`src/rtl/fixed_to_float_pkg.sv`:
```
// Shared IEEE-754 single-precision constants and field layout for the
// fixed-to-float converter.
package fixed_to_float_pkg;
  localparam int lp_BIAS      = 127;
  localparam int lp_EXP_WIDTH = 8;
  localparam int lp_MAN_WIDTH = 23;

  typedef struct packed {
    logic                    sign;
    logic [lp_EXP_WIDTH-1:0] exp;
    logic [lp_MAN_WIDTH-1:0] man;
  } float32_t;
endpackage

```
`src/rtl/leading_zero_counter.sv`:
```
// Leading-zero counter: counts zeros above the most significant one and
// flags an all-zero word (count equals the width in that case).
module leading_zero_counter #(
  parameter int p_WIDTH = 32,
  parameter int p_CNT_W = $clog2(p_WIDTH + 1)
) (
  input  logic [p_WIDTH-1:0] i_DATA,
  output logic [p_CNT_W-1:0] o_COUNT,
  output logic               o_ALL_ZERO
);
  localparam logic [p_CNT_W-1:0] lp_ONE = {{(p_CNT_W-1){1'b0}}, 1'b1};

  logic w_found;

  always_comb begin
    o_COUNT = '0;
    w_found = 1'b0;
    for (int i = p_WIDTH - 1; i >= 0; i--) begin
      if (!w_found) begin
        if (i_DATA[i]) w_found = 1'b1;
        else           o_COUNT = o_COUNT + lp_ONE;
      end
    end
  end

  assign o_ALL_ZERO = !w_found;
endmodule

```
`src/rtl/fixed_to_float_rne.sv`:
```
// Fixed-point to IEEE-754 single converter, 3-stage valid/ready pipeline.
// Define FIXED_TO_FLOAT_ROUND_EN for round-to-nearest-even; otherwise truncate.
module fixed_to_float_rne
  import fixed_to_float_pkg::*;
#(
  parameter int p_IN_WIDTH  = 32,
  parameter int p_FRAC_BITS = 0,
  parameter int p_SIGNED    = 1
) (
  input  logic                  i_CLK,
  input  logic                  i_RST_N,
  input  logic                  i_VALID,
  output logic                  o_READY,
  input  logic [p_IN_WIDTH-1:0] i_FIXED_WORD,
  output logic                  o_VALID,
  input  logic                  i_READY,
  output logic [31:0]           o_FLOAT_WORD,
  output logic                  o_ZERO,
  output logic                  o_INEXACT
);
  localparam int lp_CNT_W   = $clog2(p_IN_WIDTH + 1);
  localparam int lp_EXT_W   = p_IN_WIDTH + lp_MAN_WIDTH + 2;
  localparam int lp_EXP_OFS = lp_BIAS + p_IN_WIDTH - 1 - p_FRAC_BITS;
`ifdef FIXED_TO_FLOAT_ROUND_EN
  localparam logic lp_RNE = 1'b1;
`else
  localparam logic lp_RNE = 1'b0;
`endif

  function automatic logic [lp_MAN_WIDTH:0] f_round(
    input logic [lp_MAN_WIDTH-1:0] man,
    input logic                    guard,
    input logic                    sticky
  );
    logic up;
    up = lp_RNE & guard & (sticky | man[0]);
    return {1'b0, man} + {{lp_MAN_WIDTH{1'b0}}, up};
  endfunction

  logic                    w_adv;
  logic                    w_sign;
  logic [p_IN_WIDTH-1:0]   w_mag;
  logic [lp_CNT_W-1:0]     w_lz;
  logic                    w_all_zero;
  logic [p_IN_WIDTH-1:0]   w_norm;
  logic [lp_EXP_WIDTH-1:0] w_exp;
  logic [lp_EXT_W-1:0]     w_ext;
  logic                    w_unused_lead;
  logic [lp_MAN_WIDTH-1:0] w_man;
  logic                    w_guard;
  logic                    w_sticky;
  logic [lp_MAN_WIDTH:0]   w_rnd;
  float32_t                w_res;

  logic                    r_vld_p0, r_vld_p1, r_vld_p2;
  logic                    r_sign_p0, r_sign_p1;
  logic [p_IN_WIDTH-1:0]   r_mag_p0;
  logic                    r_zero_p1;
  logic [lp_EXP_WIDTH-1:0] r_exp_p1;
  logic [p_IN_WIDTH-1:0]   r_norm_p1;
  logic [31:0]             r_word_p2;
  logic                    r_zero_p2;
  logic                    r_inexact_p2;

  // Whole pipeline advances together; bubbles travel rather than collapse.
  assign w_adv   = !(r_vld_p2 && !i_READY);
  assign o_READY = w_adv;

  // S1: sign and unsigned magnitude (most negative input stays exact)
  always_comb begin
    w_sign = (p_SIGNED != 0) && i_FIXED_WORD[p_IN_WIDTH-1];
    w_mag  = w_sign ? -i_FIXED_WORD : i_FIXED_WORD;
  end

  // S2: leading-zero count, normalise so the leading one sits at the MSB
  leading_zero_counter #(
    .p_WIDTH (p_IN_WIDTH),
    .p_CNT_W (lp_CNT_W)
  ) u_lzc (
    .i_DATA     (r_mag_p0),
    .o_COUNT    (w_lz),
    .o_ALL_ZERO (w_all_zero)
  );

  always_comb begin
    w_norm = r_mag_p0 << w_lz;
    w_exp  = lp_EXP_WIDTH'(lp_EXP_OFS - int'(w_lz));
  end

  // S3: extract mantissa/guard/sticky, round, pack
  always_comb begin
    w_ext         = {r_norm_p1, {(lp_MAN_WIDTH+2){1'b0}}};
    w_unused_lead = w_ext[lp_EXT_W-1];
    w_man         = w_ext[lp_EXT_W-2 -: lp_MAN_WIDTH];
    w_guard       = w_ext[lp_EXT_W-2-lp_MAN_WIDTH];
    w_sticky      = |w_ext[lp_EXT_W-3-lp_MAN_WIDTH:0];
    w_rnd         = f_round(w_man, w_guard, w_sticky);
    w_res.sign    = r_sign_p1;
    w_res.exp     = r_exp_p1 + lp_EXP_WIDTH'(w_rnd[lp_MAN_WIDTH]);
    w_res.man     = w_rnd[lp_MAN_WIDTH-1:0];
  end

  always_ff @(posedge i_CLK or negedge i_RST_N) begin
    if (!i_RST_N) begin
      r_vld_p0     <= 1'b0;
      r_vld_p1     <= 1'b0;
      r_vld_p2     <= 1'b0;
      r_word_p2    <= '0;
      r_zero_p2    <= 1'b0;
      r_inexact_p2 <= 1'b0;
    end else if (w_adv) begin
      r_vld_p0 <= i_VALID;
      r_vld_p1 <= r_vld_p0;
      r_vld_p2 <= r_vld_p1;
      if (r_vld_p1) begin
        r_word_p2    <= r_zero_p1 ? '0 : w_res;
        r_zero_p2    <= r_zero_p1;
        r_inexact_p2 <= !r_zero_p1 && (w_guard || w_sticky);
      end
    end
  end

  always_ff @(posedge i_CLK) begin
    if (w_adv && i_VALID) begin
      r_sign_p0 <= w_sign;
      r_mag_p0  <= w_mag;
    end
    if (w_adv && r_vld_p0) begin
      r_sign_p1 <= r_sign_p0;
      r_zero_p1 <= w_all_zero;
      r_exp_p1  <= w_exp;
      r_norm_p1 <= w_norm;
    end
  end

  assign o_VALID      = r_vld_p2;
  assign o_FLOAT_WORD = r_word_p2;
  assign o_ZERO       = r_zero_p2;
  assign o_INEXACT    = r_inexact_p2;
endmodule
```
`config.mk`:
```
export PLATFORM = sky130hd
export DESIGN_NAME = fixed_to_float_rne
export DESIGN_NICKNAME = d
export VERILOG_FILES = /design/src/rtl/fixed_to_float_pkg.sv /design/src/rtl/leading_zero_counter.sv /design/src/rtl/fixed_to_float_rne.sv
export SDC_FILE = /design/constraint.sdc
export NUM_CORES = 1
export LEC_CHECK = 0
export ABC_AREA = 1
export CORE_ASPECT_RATIO = 1.2
export CORE_MARGIN = 10
export CORE_UTILIZATION = 30
export CTS_BUF_LIST = sky130_fd_sc_hd__clkbuf_8 sky130_fd_sc_hd__clkbuf_16
export DETAILED_ROUTE_END_ITERATION = 7
export GPL_TIMING_DRIVEN = 0
export PLACE_DENSITY_LB_ADDON = 0.12
export SETUP_SLACK_MARGIN = 0.3
export SYNTH_ARGS = -nofsm -noshare
export SYNTH_HDL_FRONTEND = slang
export SYNTH_SLANG_ARGS = --single-unit
```
`constraint.sdc`:
```
create_clock -name i_CLK -period 28.2 [get_ports i_CLK]
set_input_delay 5.64 -clock i_CLK [delete_from_list [all_inputs] [get_ports i_CLK]]
set_output_delay 5.64 -clock i_CLK [all_outputs]
set_load 0.02 [all_outputs]
```
==> reports/summary.log, run 1 <==
[power_and_ir_drop] power per cell area 58.7 nW/um2
[finish] leading cell type in the layout, fill and taps excluded nand2_1
[setup_path] Data arrival, critical path 18.37 ns
[placed_design] Final GP Congestion 0.833
[setup_path] Critical Path RT 28.31 ns
[floorplanning] width of the chip 183 um
[setup_path] Bufs and invs on worst path 23
[setup_path] largest incremental delay on the critical path 0.49 ns
[synthesis] Mapped Nets 1480
[setup_path] Reg2Reg Setup Slack 9.94 ns
[grt] aggregate global-route resource usage 12.9%
[grt] vias in the first global route 8680
[hold_path] Worst Hold Class reg -> reg
[synthesis] Mapped Area 9580 um2
[cts] clock latency on the worst-skew pair 0.36 ns
[placed_design] total instance count after detailed placement 1887
[placed_design] half-perimeter wire length of the detailed placement result 20900 um
[setup_path] cell type of the slowest stage on the worst timing path edfxtp_1
[cts] number of sinks handled by clock tree synthesis 111
[hold_path] number of stages on the worst hold path 0
[cts] Max clock buf depth 2
[power_and_ir_drop] total leakage power 5.64 nW
[finish] most used cells in the layout excluding fill and tap cells nand2_1, inv_1, nand3_1
[finish] layout cell share with drive strength beyond 1 8.92%
[synthesis] cells after synthesis 1413
[timing] share of the clock period used by the worst path 64.7%
[floorplanning] Cell Rows 71
[detailed_routing] violation count after the first detailed-routing iteration 357
[cts] clock tree root driver cell clkbuf_16
[timing] Final Skew 0.0162 ns
[finish] final-stage net count 1564
[detailed_routing] drt wl/cell 13.2 um
[grt] global-route wire length before repair 42200 um
[cts] CTS clock-pin slew for the worst setup and hold paths 0.08 ns
[setup_path] kind of cell adding the most delay to the critical path adder cells
[timing] Setup-failing EPs final 0
[hold_path] hold-critical path endpoint r_sign_p1
[timing] number of max-slew violations in the final report 0
[floorplanning] area of the die 39500 um2
[timing] top achievable clock speed 54.8 MHz
[setup_path] critical register-to-register path startpoint r_mag_p0[29]
[floorplanning] num ports 72
[synthesis] register bit total from synthesis 111
[synthesis] post-synthesis cell type with the largest combined area edfxtp_1
[floorplanning] floorplan core area 31400 um2
[detailed_routing] final routed DRC violation total 0
[timing] TNS Setup 0 ns
[synthesis] top cells by area in the synthesized netlist edfxtp_1, nand2_1, dfrtp_1, nand3_1, inv_1
[synthesis] post-synthesis area per instance 6.78 um2
[cts] clock tree from TritonCTS done
[setup_path] nature of the critical path endpoint register
[setup_path] top fanout value on the critical path 10
[floorplanning] Die Y 216 um
[synthesis] number of synthesis warnings 0
[timing] number of hold violations in the final report 0
[grt] number of antenna violations at the first check in global routing 0
[cts] number of buffers inserted during clock tree synthesis 9
[power_and_ir_drop] maximum VDD drop 0.0000262 V
[floorplanning] starting utilization of the core area 30.5%
[outcome] status completed
[grt] sum of overflow across all layers after global routing 0
[synthesis] area share of the largest cell type after synthesis 23.2%
[finish] Antenna diodes 0
[timing] unrepaired setup endpoints after global routing no
[hold_path] startpoint of the tightest hold check path r_sign_p0
[timing] Rel. slew slack 43.2%
[placed_design] port bufs 71
[finish] Area Growth Syn to Fin 16.2%
[cts] Resize count post-CTS 0
[timing] Least-Margin Pin Slew 0.852 ns
[detailed_routing] total iterations of the first detailed-routing run 5
[setup_path] RR Endpoint r_norm_p1[25]
[timing] clock period minus worst slack 18.26 ns
[detailed_routing] Via Count 8720
[setup_path] dominant cell type by count on the critical path nand2_1
[setup_path] WS Path Type reg -> reg
[grt] pin count of the biggest net entering global routing 38
[finish] final non-filler cell total 1903
[synthesis] sequential share of the synthesized area 32.9%
[synthesis] post-synth cell types 48
[run] total of max-cap violations 0
[detailed_routing] Antenna Violating Nets Remaining 0
[setup_path] Worst Reg-to-Reg Cells 120
[detailed_routing] aggregate routed wire length 25100 um
[cts] H-Tree Level Count 3
[detailed_routing] Via-to-Cell Ratio 4.58
[cts] buffers inserted by post-CTS timing repair 0
[cts] count of hold-fix buffers inserted at cts 0
[setup_path] kind of launch point of the worst setup path register
==> Yosys cell counts, drive strengths merged <==
library cell	n
nand3	178
nand3b	4
buf	28
o211ai	1
nand2	439
edfxtp	74
nor2	160
ha	31
clkinv	7
a22o	32
nor3	8
o21bai	1
a21oi	29
or2	12
dfrtp	37
inv	239
o21ai	48
o311ai	1
nand4	18
a41oi	1
o41ai	1
xnor2	11
clkbuf	10
nor4	6
a31oi	1
and2	1
o31ai	3
o22ai	2
xor2	22
and3	5
o221ai	2
or3	1
==> report_power, final <==
part	total, W	switching, W	internal [W]
clock	0.000130	0.0000675	0.0000621
sequential	0.000248	0.0000226	0.000225
combinational	0.000276	0.000164	0.000112
==> metal layers <==
| metal | track usage [%] | up-vias | wire [um] |
|---|---|---|---|
| li1 | - | 4698 | - |
| met1 | 15.8 | 3882 | 11600 |
| met2 | 22.8 | 117 | 12200 |
| met3 | 1.78 | 23 | 756 |
| met4 | 3.64 | 0 | 510 |
| met5 | 0 | - | 0 |
==> through the flow <==
step / util, % / power (W) / worst slack (ns) / area, um2 / hold slack [ns]
5_1_grt: 35.4 / 0.000705 / 8.35 / 11100 / 0.441
6_report: 35.4 / 0.000654 / 9.94 / 11100 / 0.434
3_5_place_dp: 34.5 / 0.000532 / 9.87 / 10800 / 0.420
4_1_cts: 35.4 / 0.000664 / 9.83 / 11100 / 0.440
3_3_place_gp: 34.3 / 0.000527 / 10.10 / 10800 / 0.425
2_1_floorplan: - / 0.000423 / 11.49 / 9580 / 0.400
==> state kept, by name (all words and copies together) (netlist names) <==
| register | flops |
|---|---|
| o_INEXACT | 1 |
| r_norm_p1 | 31 |
| r_mag_p0 | 32 |
| r_sign_p1 | 1 |
| r_vld_p0 | 1 |
| r_exp_p1 | 8 |
| o_VALID | 1 |
| r_zero_p1 | 1 |
| r_vld_p1 | 1 |
| o_ZERO | 1 |
| o_FLOAT_WORD | 32 |
| r_sign_p0 | 1 |
==> worst max path at each step <==
stage                       startpoint       endpoint  slack [ns]  depth (start not counted)
after detailed placement  r_mag_p0[29]  r_norm_p1[17]        9.87                        120
after global routing      r_mag_p0[29]  r_norm_p1[25]        8.35                        120
after floorplan           r_mag_p0[29]  r_norm_p1[25]       11.49                        120
after CTS                 r_mag_p0[29]  r_norm_p1[17]        9.83                        120
after global placement    r_mag_p0[29]  r_norm_p1[17]       10.10                        120
final                     r_mag_p0[29]  r_norm_p1[25]        9.94                        120
==> layout make-up <==
| cell class | count | area, um2 |
|---|---|---|
| fill | 3404 | 20300 |
| multi-input combinational | 1018 | 5230 |
| sequential | 111 | 3150 |
| inverter | 246 | 926 |
| timing repair buffer | 73 | 753 |
| tap | 401 | 502 |
| buffer | 38 | 284 |
| clock buffer | 9 | 225 |
| clock inverter | 7 | 61.3 |
==> logic make-up after synthesis <==
| family | count (synthesis) | synth area share, % |
|---|---|---|
| flip-flops | 111 | 32.9 |
| AO/OA/AOI/OAI | 122 | 8.14 |
| AND/OR/NAND/NOR | 832 | 39.3 |
| adder cells (fa/ha/maj) | 31 | 4.05 |
| buffers and inverters | 284 | 12.6 |
| XOR/XNOR | 33 | 3.02 |
==> worst register-to-register path: cells and delay by family, from the launching register on <==
| kind | cells | cell delay (ns) |
|---|---|---|
| flip-flops | 1 | 0.49 |
| AND/OR/NAND/NOR | 53 | 5.48 |
| buffers and inverters | 23 | 1.48 |
| adder cells (fa/ha/maj) | 29 | 8.35 |
| AO/OA/AOI/OAI | 15 | 2.20 |
Note: power is estimated with default switching activity, not from simulation.
==> run 2, diff against run 1 <==
==> constraint.sdc (replaced) <==
create_clock -name i_CLK -period 14.6 [get_ports i_CLK]
set_input_delay 2.92 -clock i_CLK [delete_from_list [all_inputs] [get_ports i_CLK]]
set_output_delay 2.92 -clock i_CLK [all_outputs]
set_load 0.02 [all_outputs]
==> run 2 against run 1 <==
Highest routed layer unchanged. The flow now finishes with violations (negative setup slack). Critical path depth down 1. First-iteration DRC count is 0.28% lower. Routed wire length rose by 7.8%. Core utilization grew 5.4 points. Global-route usage is 0.70 points higher. Clock power increased by 100%. Non-clock buffer count increased by 63.
==> reports/summary.log, run 2 (synthesis results as in run 1) <==
[setup_path] nature of the critical path endpoint register
[finish] Filler Cell Count 3355
[cts] clock tree from TritonCTS done
[detailed_routing] Via Count 9064
[setup_path] top fanout value on the critical path 8
[timing] share of the clock period used by the worst path 106%
[detailed_routing] final routed DRC violation total 0
[floorplanning] width of the chip 183 um
[setup_path] kind of launch point of the worst setup path register
[finish] layout cell share with drive strength beyond 1 27.2%
[finish] storage element area 3150 um2
[placed_design] worst setup slack before clock tree synthesis -1.95 ns
[detailed_routing] drt wl/cell 13.8 um
[cts] count of hold-fix buffers inserted at cts 0
[timing] Least-Margin Pin Slew 0.837 ns
[power_and_ir_drop] maximum VDD drop 0.0000569 V
[floorplanning] Die Y 216 um
[detailed_routing] total iterations of the first detailed-routing run 4
[outcome] status finished, violations left
[placed_design] half-perimeter wire length of the detailed placement result 21100 um
[grt] vias in the first global route 8901
[timing] TNS Setup -28.83 ns
[setup_path] Data arrival, critical path 15.71 ns
[detailed_routing] Antenna Violating Nets Remaining 0
[grt] number of antenna violations at the first check in global routing 0
[hold_path] Worst Hold Class reg -> reg
[placed_design] total instance count after detailed placement 1886
[grt] pin count of the biggest net entering global routing 38
[detailed_routing] violation count after the first detailed-routing iteration 356
[finish] final non-filler cell total 1966
[floorplanning] Cell Rows 71
[placed_design] Final GP Congestion 0.825
[setup_path] cell type of the slowest stage on the worst timing path edfxtp_1
[power_and_ir_drop] power per cell area 112 nW/um2
[outcome] violations in the final reports negative setup slack
[timing] Setup-failing EPs final 37
[timing] unrepaired setup endpoints after global routing yes
[timing] top achievable clock speed 64.6 MHz
[run] total of max-cap violations 0
[floorplanning] num ports 72
[timing] Rel. slew slack 44.2%
[finish] final core occ 40.8%
[floorplanning] floorplan core area 31400 um2
[cts] number of sinks handled by clock tree synthesis 111
[grt] sum of overflow across all layers after global routing 0
[setup_path] largest incremental delay on the critical path 0.46 ns
[finish] Antenna diodes 0
[floorplanning] area of the die 39500 um2
[timing] clock period minus worst slack 15.48 ns
[cts] CTS clock-pin slew for the worst setup and hold paths 0.08 ns
[cts] H-Tree Level Count 3
[finish] most used cells in the layout excluding fill and tap cells nand2_1, inv_1, nand3_1
[timing] number of hold violations in the final report 0
[cts] clock tree root driver cell clkbuf_16
[power_and_ir_drop] total leakage power 6.11 nW
[timing] Hold Worst Slack 0.439 ns
[finish] leading cell type in the layout, fill and taps excluded nand2_1
[finish] Area Growth Syn to Fin 33.8%
[grt] global-route wire length before repair 44000 um
[cts] clock latency on the worst-skew pair 0.37 ns
[setup_path] WS Path Type reg -> reg
[cts] Max clock buf depth 2
[setup_path] Critical Path RT 14.84 ns
[finish] final-stage net count 1627
[detailed_routing] aggregate routed wire length 27000 um
[timing] number of max-slew violations in the final report 0
[cts] number of buffers inserted during clock tree synthesis 9
[finish] combined area of the multi-input logic cells 6320 um2
[grt] aggregate global-route resource usage 13.6%
[placed_design] port bufs 71
[timing] Final Skew 0.0120 ns
[timing] PnR worst setup slack -0.876 ns
[detailed_routing] Via-to-Cell Ratio 4.61
[floorplanning] starting utilization of the core area 30.5%
[run 2: cell type report]
| cell class | count | share of cell area, % |
|---|---|---|
| Clock inverter | 4 | 0.273 |
| Clock buffer | 12 | 2.17 |
| Sequential cell | 111 | 24.6 |
| Inverter | 246 | 7.38 |
| Buffer | 38 | 2.31 |
| Timing Repair Buffer | 136 | 10.1 |
| Multi-Input combinational cell | 1018 | 49.3 |
| Tap cell | 401 | 3.91 |
[run 2: metrics by stage]
step | total power [W] | instance area (um2)
CTS | 0.00138 | 12000
floorplan | 0.000833 | 9740
global route | 0.00154 | 12800
finish | 0.00144 | 12800
global placement | 0.00104 | 10900
detailed placement | 0.00104 | 11000
[run 2: report_power, final]
part           switching, W  total (W)  internal (W)
clock              0.000126   0.000264      0.000138
sequential        0.0000440   0.000480      0.000436
combinational      0.000390   0.000695      0.000304
[run 2: final timing paths]
| kind | startpoint | endpoint | slack [ns] | cells past startpoint |
|---|---|---|---|---|
| setup / recovery | r_mag_p0[31] | r_norm_p1[19] | -0.88 | 119 |
| min in group asynchronous | i_RST_N | o_FLOAT_WORD[23] | 2.64 | 1 |
| hold / removal | r_sign_p0 | r_sign_p1 | 0.44 | 0 |
| hold reg to reg | r_sign_p0 | r_sign_p1 | 0.44 | 0 |
| setup reg to reg | r_mag_p0[31] | r_norm_p1[19] | -0.88 | 119 |
| max in group asynchronous | i_RST_N | o_FLOAT_WORD[5] | 11.42 | 1 |
[run 2: metal layers]
layer	vias to the layer above	share of wire, %	GRT usage (%)
li1	4822	-	-
met4	0	1.9	4.82
met5	-	0	0
met3	25	2.4	1.43
met2	88	51	24.7
met1	4129	45	16.0
[run 2: critical path, delay by kind of cell, from the launching register on]
family	cells	cell delay (ns)
adders and majority gates	29	7.03
and+or+nand+nor	52	4.66
AOI/OAI and AO/OA	15	1.72
buffers and inverters	23	1.39
DFF	1	0.46
[run 2: timing repair]
| action | 4_1_cts | 5_1_grt |
|---|---|---|
| endpoints found under the setup margin | 38 | 38 |
| gates resized for setup | 94 | 166 |
| pin swaps | 76 | 88 |
| gates cloned | 3 | 1 |
| setup buffers | 41 | 19 |
==> run 3, diff against run 2 <==
--- a/config.mk
+++ b/config.mk
@@ -11,9 +11,11 @@
 export CORE_UTILIZATION = 30
 export CTS_BUF_LIST = sky130_fd_sc_hd__clkbuf_8 sky130_fd_sc_hd__clkbuf_16
 export DETAILED_ROUTE_END_ITERATION = 7
+export GPL_ROUTABILITY_DRIVEN = 0
 export GPL_TIMING_DRIVEN = 0
 export PLACE_DENSITY_LB_ADDON = 0.12
 export SETUP_SLACK_MARGIN = 0.3
+export SLEW_MARGIN = 40
 export SYNTH_ARGS = -nofsm -noshare
 export SYNTH_HDL_FRONTEND = slang
 export SYNTH_SLANG_ARGS = --single-unit
==> run 3 against run 2 <==
The flow still finishes with violations (negative setup slack). Hold slack lost 0.0054 ns. Worst setup slack worse by 0.32 ns. Combinational power increased by 7.2%. Power is 3.4% higher. Via count is 4.6% higher. Clock-buffer cell count down 3.
==> reports/summary.log, run 3 (synthesis results as in run 1) <==
[detailed_routing] Antenna Violating Nets Remaining 0
[setup_path] dominant cell type by count on the critical path buf_6
[floorplanning] starting utilization of the core area 30.5%
[grt] global-route wire length before repair 46400 um
[detailed_routing] total iterations of the first detailed-routing run 5
[finish] design area 13800 um2
[setup_path] cell type of the slowest stage on the worst timing path edfxtp_1
[finish] most used cells in the layout excluding fill and tap cells nand2_1, inv_1, nand3_1
[power_and_ir_drop] total leakage power 6.56 nW
[cts] number of sinks handled by clock tree synthesis 111
[grt] aggregate global-route resource usage 14.2%
[floorplanning] area of the die 39500 um2
[cts] clock tree from TritonCTS done
[floorplanning] Die Y 216 um
[setup_path] Data arrival, critical path 15.91 ns
[outcome] violations in the final reports negative setup slack
[timing] top achievable clock speed 63.3 MHz
[detailed_routing] aggregate routed wire length 28700 um
[timing] Rel. slew slack 40.4%
[detailed_routing] drt wl/cell 14.2 um
[finish] final non-filler cell total 2023
[finish] Area Growth Syn to Fin 44.1%
[placed_design] port bufs 71
[finish] Antenna diodes 0
[finish] layout cell share with drive strength beyond 1 35.0%
[setup_path] nature of the critical path endpoint register
[placed_design] worst setup slack before clock tree synthesis -1.94 ns
[setup_path] Critical Path RT 14.72 ns
[setup_path] largest incremental delay on the critical path 0.43 ns
[cts] H-Tree Level Count 3
[finish] final core occ 43.9%
[placed_design] half-perimeter wire length of the detailed placement result 21200 um
[timing] Setup-failing EPs final 38
[timing] TNS Setup -41.81 ns
[cts] CTS clock-pin slew for the worst setup and hold paths 0.08 ns
[detailed_routing] violation count after the first detailed-routing iteration 442
[timing] share of the clock period used by the worst path 108%
[timing] number of max-slew violations in the final report 0
[grt] number of antenna violations at the first check in global routing 0
[floorplanning] width of the chip 183 um
[grt] sum of overflow across all layers after global routing 0
[timing] number of hold violations in the final report 0
[outcome] status finished, violations left
[timing] PnR worst setup slack -1.20 ns
[placed_design] total instance count after detailed placement 1888
[floorplanning] floorplan core area 31400 um2
[detailed_routing] Via-to-Cell Ratio 4.69
[grt] pin count of the biggest net entering global routing 38
[timing] clock period minus worst slack 15.80 ns
[cts] clock tree root driver cell clkbuf_16
[floorplanning] Cell Rows 71
[detailed_routing] final routed DRC violation total 0
[detailed_routing] Via Count 9485
[cts] Max clock buf depth 2
[run] total of max-cap violations 0
[setup_path] WS Path Type reg -> reg
[timing] Final Skew 0.0113 ns
[timing] unrepaired setup endpoints after global routing yes
[setup_path] top fanout value on the critical path 7
[cts] clock latency on the worst-skew pair 0.37 ns
[placed_design] total cell area at the placement stage 11000 um2
[floorplanning] num ports 72
[hold_path] Worst Hold Class reg -> reg
[power_and_ir_drop] maximum VDD drop 0.0000536 V
[setup_path] kind of launch point of the worst setup path register
[timing] Least-Margin Pin Slew 0.894 ns
[grt] vias in the first global route 9459
[power_and_ir_drop] power per cell area 108 nW/um2
[finish] final-stage net count 1684
[cts] number of buffers inserted during clock tree synthesis 9
[finish] leading cell type in the layout, fill and taps excluded nand2_1
-- run 3: power breakdown --
part           switching [W]  leakage [nW]  internal [W]
Combinational       0.000403          5.24      0.000342
Clock               0.000126         0.152      0.000136
Sequential         0.0000453          1.17      0.000435
-- run 3: worst paths after layout --
kind	slack, ns	endpoint	startpoint	depth (start not counted)
max in group asynchronous	11.75	o_FLOAT_WORD[11]	i_RST_N	1
min	0.43	r_sign_p1	r_sign_p0	0
min reg2reg	0.43	r_sign_p1	r_sign_p0	0
max reg2reg	-1.20	r_norm_p1[19]	r_mag_p0[30]	142
min in group asynchronous	2.50	o_FLOAT_WORD[23]	i_RST_N	1
max	-1.20	r_norm_p1[19]	r_mag_p0[30]	142
-- run 3: what timing repair did --
item | in CTS | in global routing
resized for setup | 157 | 263
hold buffers | 0 | 0
pin swaps | 65 | 127
cloned | 7 | 1
endpoints found under the setup margin | 38 | 38
buffers inserted | 101 | 10
-- run 3: layout make-up --
type	instances	area, um2
multi-input combinational	1018	6730
tap	401	502
clock buffer	9	225
timing repair buffer	193	1860
inverter	246	953
clock inverter	7	82.6
buffer	38	313
sequential	111	3150
fill	3196	17600
-- run 3: per-stage QoR --
| step | hold slack, ns | power (W) |
|---|---|---|
| after CTS | 0.430 | 0.00141 |
| final | 0.434 | 0.00149 |
| after global placement | 0.407 | 0.00104 |
| after global routing | 0.446 | 0.00159 |
| after detailed placement | 0.410 | 0.00105 |
| after floorplan | 0.400 | 0.000833 |
-- run 3: metal layers --
layer  up-vias  GRT usage [%]  wire length, um
met5         -              0                0
met4         0           5.69              801
met3        35           1.87              806
met2       130           25.4            14700
met1      4383           16.7            12400
li1       4937              -                -
-- run 3: worst max-delay path: cells and delay by family, from the launching register on --
kind            cells  cell delay [ns]
buf+inv            59             6.06
simple gates       64             5.16
fa+ha+maj          14             3.31
compound gates      5             0.55
flops               1             0.43
